<file path="src/rtl/self_clean_ctrl.sv">
// Self-clean controller for the range hood: hold-to-arm, timed clean with pause/resume/abort,
// and an MM:SS BCD readout of the remaining clean time.
module self_clean_ctrl #(
  parameter int TICK_CYCLES = 100_000_000,
  parameter int HOLD_SEC    = 3,
  parameter int CLEAN_SEC   = 180
) (
  input  logic        clk,
  input  logic        rst,
  input  logic        is_on,
  input  logic        start_clean,
  input  logic        pause_req,
  input  logic        abort,
  output logic        arming,
  output logic        cleaning,
  output logic        paused,
  output logic        done,
  output logic        aborted,
  output logic [15:0] time_bcd
);

  localparam int PW = $clog2(TICK_CYCLES);
  localparam int RW = $clog2(CLEAN_SEC + 1);

  typedef enum logic [2:0] {IDLE, ARM, CLEAN, PAUSE, DONE} state_t;

  state_t        state, state_next;
  logic [PW-1:0] prescaler, prescaler_next;
  logic [3:0]    hold_cnt, hold_cnt_next;
  logic [RW-1:0] remaining, remaining_next;
  logic          aborted_next;
  logic          tick;
  logic          kill;

  always_ff @(posedge clk or posedge rst) begin
    if (rst) begin
      state     <= IDLE;
      prescaler <= '0;
      hold_cnt  <= '0;
      remaining <= RW'(CLEAN_SEC);
      aborted   <= 1'b0;
    end else begin
      state     <= state_next;
      prescaler <= prescaler_next;
      hold_cnt  <= hold_cnt_next;
      remaining <= remaining_next;
      aborted   <= aborted_next;
    end
  end

  assign tick = ((state == ARM) || (state == CLEAN)) &&
                (prescaler == PW'(TICK_CYCLES - 1));
  assign kill = abort || !is_on;

  // The prescaler is zeroed on every way into ARM or CLEAN so the first second is always whole.
  always_comb begin
    state_next     = state;
    prescaler_next = prescaler;
    hold_cnt_next  = hold_cnt;
    remaining_next = remaining;
    aborted_next   = 1'b0;
    case (state)
      IDLE: begin
        prescaler_next = '0;
        hold_cnt_next  = '0;
        remaining_next = RW'(CLEAN_SEC);
        if (is_on && start_clean) state_next = ARM;
      end
      ARM: begin
        if (!start_clean || !is_on) begin
          state_next     = IDLE;
          prescaler_next = '0;
          hold_cnt_next  = '0;
        end else if (tick) begin
          prescaler_next = '0;
          if (hold_cnt + 4'd1 == 4'(HOLD_SEC)) begin
            state_next    = CLEAN;
            hold_cnt_next = '0;
          end else begin
            hold_cnt_next = hold_cnt + 4'd1;
          end
        end else begin
          prescaler_next = prescaler + PW'(1);
        end
      end
      CLEAN: begin
        if (kill) begin
          state_next     = IDLE;
          prescaler_next = '0;
          remaining_next = RW'(CLEAN_SEC);
          aborted_next   = 1'b1;
        end else if (pause_req) begin
          state_next = PAUSE;
        end else if (tick) begin
          prescaler_next = '0;
          if (remaining == RW'(1)) begin
            state_next     = DONE;
            remaining_next = '0;
          end else begin
            remaining_next = remaining - RW'(1);
          end
        end else begin
          prescaler_next = prescaler + PW'(1);
        end
      end
      PAUSE: begin
        if (kill) begin
          state_next     = IDLE;
          prescaler_next = '0;
          remaining_next = RW'(CLEAN_SEC);
          aborted_next   = 1'b1;
        end else if (pause_req) begin
          state_next     = CLEAN;
          prescaler_next = '0;
        end
      end
      DONE: begin
        state_next     = IDLE;
        prescaler_next = '0;
        remaining_next = RW'(CLEAN_SEC);
      end
      default: begin
        state_next     = IDLE;
        prescaler_next = '0;
        hold_cnt_next  = '0;
        remaining_next = RW'(CLEAN_SEC);
      end
    endcase
  end

  assign arming   = (state == ARM);
  assign cleaning = (state == CLEAN) || (state == PAUSE);
  assign paused   = (state == PAUSE);
  assign done     = (state == DONE);

  // Remaining seconds split into minutes and seconds, then each into decimal digits.
  logic [31:0] rem_full, mins, secs;
  always_comb begin
    rem_full = 32'(remaining);
    mins     = rem_full / 32'd60;
    secs     = rem_full - mins * 32'd60;
    time_bcd = {4'(mins / 32'd10), 4'(mins % 32'd10),
                4'(secs / 32'd10), 4'(secs % 32'd10)};
  end

endmodule

</file>
<file path="config.mk">
export PLATFORM = sky130hd
export DESIGN_NAME = self_clean_ctrl
export DESIGN_NICKNAME = d
export VERILOG_FILES = /design/src/rtl/self_clean_ctrl.sv
export SDC_FILE = /design/constraint.sdc
export NUM_CORES = 1
export LEC_CHECK = 0
export CAP_MARGIN = 20
export CORE_AREA = 2 2 97 109
export DETAILED_ROUTE_END_ITERATION = 8
export DIE_AREA = 0 0 99 111
export GPL_TIMING_DRIVEN = 0
export PLACE_DENSITY = 0.64
export SLEW_MARGIN = 20
export SYNTH_ARGS = -nofsm -noshare
export SYNTH_HDL_FRONTEND = slang
export SYNTH_SLANG_ARGS = --single-unit
export TNS_END_PERCENT = 30
</file>
<file path="constraint.sdc">
create_clock -name clk -period 13.9 [get_ports clk]
set_input_delay 4.17 -clock clk [delete_from_list [all_inputs] [get_ports clk]]
set_output_delay 4.17 -clock clk [all_outputs]
set_load 0.05 [all_outputs]
</file>
## Word level (Yosys, flattened, before mapping)

Cells that the tools add are included.

- Register bits after elaboration: 43
- Input port bits: 6
- Output and inout port bits: 21
- Logic and storage cells: 78

- Add/sub/neg operators: 4
- Multiply operators: 1
- Divide/modulo/power cells: 5
- Equality and inequality tests: 16
- Muxes and demuxes: 30
- Bitwise gates (word level): 2
- Reductions and logical operators: 15

Operator list:

| operator | number |
|---|---|
| $mux W27 | 6 |
| $pmux W27 S3 | 1 |
| $div A32 B4 Y32 const B | 2 |
| $mod A32 B4 Y32 const B | 2 |
| $mux W8 | 5 |
| $div A8 B6 Y32 const B | 1 |
| $mul A32 B4 Y30 const B | 1 |
| $sub A8 B32 Y32 | 1 |
| $mux W3 | 10 |
| $add A27 B1 Y27 const B | 1 |
| $eq A27 B27 Y1 const B | 1 |
| $pmux W8 S3 | 1 |
| $mux W4 | 3 |
| $pmux W3 S4 | 1 |
| $eq A8 B1 Y1 const B | 1 |
| $pmux W4 S2 | 1 |
| $sub A8 B1 Y8 const B | 1 |
| $eq A3 B2 Y1 const B | 2 |
| $ne A3 B1 Y1 const B | 2 |
| $ne A3 B3 Y1 const B | 2 |
| $reduce_and A6 Y1 | 1 |
| $add A4 B1 Y4 const B | 1 |
| $eq A4 B2 Y1 const B | 1 |
| $logic_or A1 B1 Y1 | 4 |
| 16 further kinds | 21 |

## Longest topological paths before layout

- Depth in word-level cells: 7
- Gate-level depth with buffers: 39
- Depth with buffers taken out: 35

## Worst setup path after synthesis

No wires, ideal clock.

- Path kind: flip-flop to output port
- Start point: register remaining[6]
- End point: output port time_bcd[3]
- Data arrival time: 10.308 ns
- Path slack: -0.578 ns
- Cell stages (with the launch flop): 37
- Path buffers: 3
- Cell sequence: dfrtp_1 -> and3_1 -> and2_1 -> a21oi_1 -> inv_1 -> fa_1 -> ha_1 -> ha_1 -> a21oi_1 -> inv_1 -> a21oi_1 -> xor2_1 -> ha_1 -> buf_2 -> a21oi_1 -> nand2_1 -> nor2_1 -> nor2_1 -> ha_1 -> clkbuf_1 -> o31ai_1 -> o221ai_1 -> o311ai_0 -> a2111oi_2 -> a211oi_4 -> o311ai_1 -> a21oi_1 -> a31oi_1 -> nor2_1 -> or4b_1 -> buf_2 -> xor2_1 -> ha_1 -> nor2_1 -> o2111ai_1 -> o211ai_1 -> mux2i_1

- Cells in the longest elaborated chain, start to end: 4

Ends and longest elaborated chain:

| element | RTL line | RTL |
|---|---|---|
| start, declared | 30 | `logic [RW-1:0] remaining, remaining_next;` |
| start signal, assigned | 40 | `remaining <= RW'(CLEAN_SEC);` |
| start signal, assigned | 46 | `remaining <= remaining_next;` |
| $div A8 B6 Y32 | 140 | `mins = rem_full / 32'd60;` |
| $mul A32 B4 Y30 | 141 | `secs = rem_full - mins * 32'd60;` |
| $sub A8 B32 Y32 (*) | 141 |  |
| $mod A32 B4 Y32 (*) | 143 | `4'(secs / 32'd10), 4'(secs % 32'd10)};` |
| end, declared | 19 | `output logic [15:0] time_bcd` |

Every way passes the cells marked *; elsewhere a longest branch is shown, timed or not.

## Worst setup path after layout

Same ends and word-level chain as after synthesis.

==> impl_metrics.yaml <==
route:
  dr.pass1.iters: 5
  drcViolationCount: 0
  totalWireLength_um: 10200
  drtAntennaViolNets: 0
  vias_per_cell: 5.91
  first_iter_violations: 237
  wire_per_inst_um: 14.4
  via_count: 4176
yosys:
  synth-async-reset-ratio: 1.00
  yosys_register_bits: 43
  synth_ff_type: "dfrtp_1"
  syn-cell-area_um2: 4370
  avgSynthCellArea_um2: 7.93
  synth.distinct_cells: 89
  synth-edff-count: 0
  synth-warning-count: 0
  syn_inst: 551
  synth_seq_area_share: 0.247
critical_path:
  ff2ff_setup_slack_ns: 10.67
  worst_path_most_repeated_cell: "ha_1"
  arrival_ns: 9.06
  max_stage_delay_ns: 0.51
  criticalPathCategory: "reg2out"
  cp-start-kind: "register"
  crit_path_end_kind: "output port"
  cpMaxStageDelayCell: "or4b_1"
  required_ns: 9.73
  crit_fanout: 10
placement:
  postPlaceCellArea_um2: 4780
  dp_hpwl_um: 7720
  port_buffers: 21
  place.gp.congestion: 0.884
timing:
  tightest_slew_ns: 0.771
  hold_violations: 0
  finalSetupViolCount: 0
  relSlewSlack: 0.483
  final_max_slew_viol_count: 0
  fin_skew_ns: 0.00634
  rsz0062_at_grt: "false"
  finalCritPeriodShare: 0.952
  finalSetupTns_ns: 0
  fmax_mhz: 75.6
  period_minus_slack_ns: 13.23
cells_and_area:
  fill_cells: 963
  synthToLayoutAreaGrowth_pct: 13.1
  final_cell_area_um2: 4940
  n_antenna_cell: 0
  layout-drive-gt1-share: 0.110
  final_nets: 618
status:
  status: "finished, final reports clean"
cts:
  cts-root-buf: "clkbuf_16"
  cts_num_sinks: 43
  clk_path_buf_depth: 2
  cts_tree: "yes"
  htreeDepth: 2
  numCtsBuffers: 5
  clk-insertion-delay-late_ns: 0.29
  path_clk_slew_ns: 0.06
global_route:
  antenna_found_initial: 0
  grt_max_degree: 30
  grt-ovfl-total: 0
  grt_first_pass_wirelength_um: 18100
  grtUsageTotal: 0.190
  grt_pass1_vias: 4008
floorplan:
  initial_core_util: 0.437
  die_h_um: 111
  placementRows: 39
  die_w_um: 99
  core_area_um2: 10000
  die-area_um2: 11000
  io_pins: 27
worst_hold_path:
  hold_path_class: "reg2reg"
run:
  drv_cap: 0
[worst max-delay path: cells and delay by family (launching register included)]
family,cells,cell delay (ns)
xor gates and xnor gates,2,0.33
AOI/OAI and AO/OA,12,2.58
DFF,1,0.47
buffers and inverters,7,1.20
muxes,1,0.21
adders and majority gates,7,2.01
and+or+nand+nor,9,1.96
[layer usage]
metal / up-vias / part of all wire / GRT usage
met1: 2009 / 0.45 / 0.242
li1: 2074 / - / -
met2: 76 / 0.51 / 0.338
met3: 17 / 0.023 / 0.0170
met4: 0 / 0.016 / 0.0594
met5: - / 0 / 0
[cell type report]
type / instances / area (µm²) / share of cell area
inverter: 28 / 105 / 0.0213
sequential: 43 / 1080 / 0.219
clock inverter: 2 / 12.5 / 0.00253
clock buffer: 6 / 129 / 0.0261
buffer: 25 / 123 / 0.0248
tap: 123 / 154 / 0.0312
timing repair buffer: 23 / 238 / 0.0481
multi-input combinational: 457 / 3100 / 0.627
[sequential cells by signal (all words and copies together) (netlist names)]
| name | flops |
|---|---|
| prescaler | 27 |
| remaining | 8 |
| hold_cnt | 4 |
| state | 3 |
| aborted | 1 |
[worst paths after layout]
kind,from,end,cells after the start
min in group asynchronous,rst,prescaler[7],2
setup reg to reg,state[1],prescaler[26],14
setup / recovery,remaining[6],time_bcd[3],38
max in group asynchronous,rst,remaining[7],3
hold / removal,prescaler[1],prescaler[1],2
hold reg to reg,prescaler[1],prescaler[1],2
[through the flow]
step                      hold WS (ns)  std cells   util  setup slack, ns
final                            0.507        707  0.494            0.670
after global routing             0.536        707  0.494           0.0158
after global placement           0.488        699  0.476            0.252
after floorplan                  0.462        555      -            0.117
after CTS                        0.506        708  0.492            0.147
after detailed placement         0.493        700  0.478            0.210
[layout by cell type (no fill, tap or decap), drive strengths merged, types with 9 or more instances in the layout]
cell / count
a211oi: 12
nand2: 60
nand3: 18
nand2b: 10
clkbuf: 22
a21oi: 24
ha: 25
and3: 13
nor3: 12
clkdlybuf4s50: 18
xor2: 13
nand4: 9
inv: 28
nor2: 59
dfrtp: 39
xnor2: 16
o21ai: 48
buf: 12
o211ai: 9
[cell usage after synthesis (all sizes together), types with 6 or more instances]
master   n  share of area
nand2   60          0.052
nor2    59          0.051
o21ai   48          0.056
dfrtp   39           0.22
inv     28          0.024
ha      25          0.072
a21oi   24          0.030
nand3   18          0.021
clkbuf  17          0.015
xnor2   16          0.036
and3    13          0.019
xor2    13          0.026
a211oi  12          0.027
nor3    12          0.015
buf     10          0.015
nand2b  10          0.015
nand4    9          0.013
o211ai   9          0.017
o31ai    8          0.014
a31oi    7          0.011
nor2b    6         0.0086
o21a     6          0.010
or3      6         0.0097
[cell families after synthesis]
logic type,after synthesis,synth area share
and+or+nand+nor,221,0.252
adders and majority gates,30,0.0922
muxes,8,0.0229
AOI/OAI and AO/OA,164,0.269
other,1,0.000858
buffers and inverters,55,0.0535
DFF,43,0.247
xor gates and xnor gates,29,0.0616
[timing repair]
action | CTS | global route
cloned | 0 | 0
gates resized for setup | 1 | 9
pin swaps | 0 | 1
setup endpoints to repair | 1 | 4
hold buffers | 0 | 0
buffers inserted | 0 | 1
Power is not shown: default switching activity piles up to over one toggle a cycle in this logic, so the estimate is an artifact.
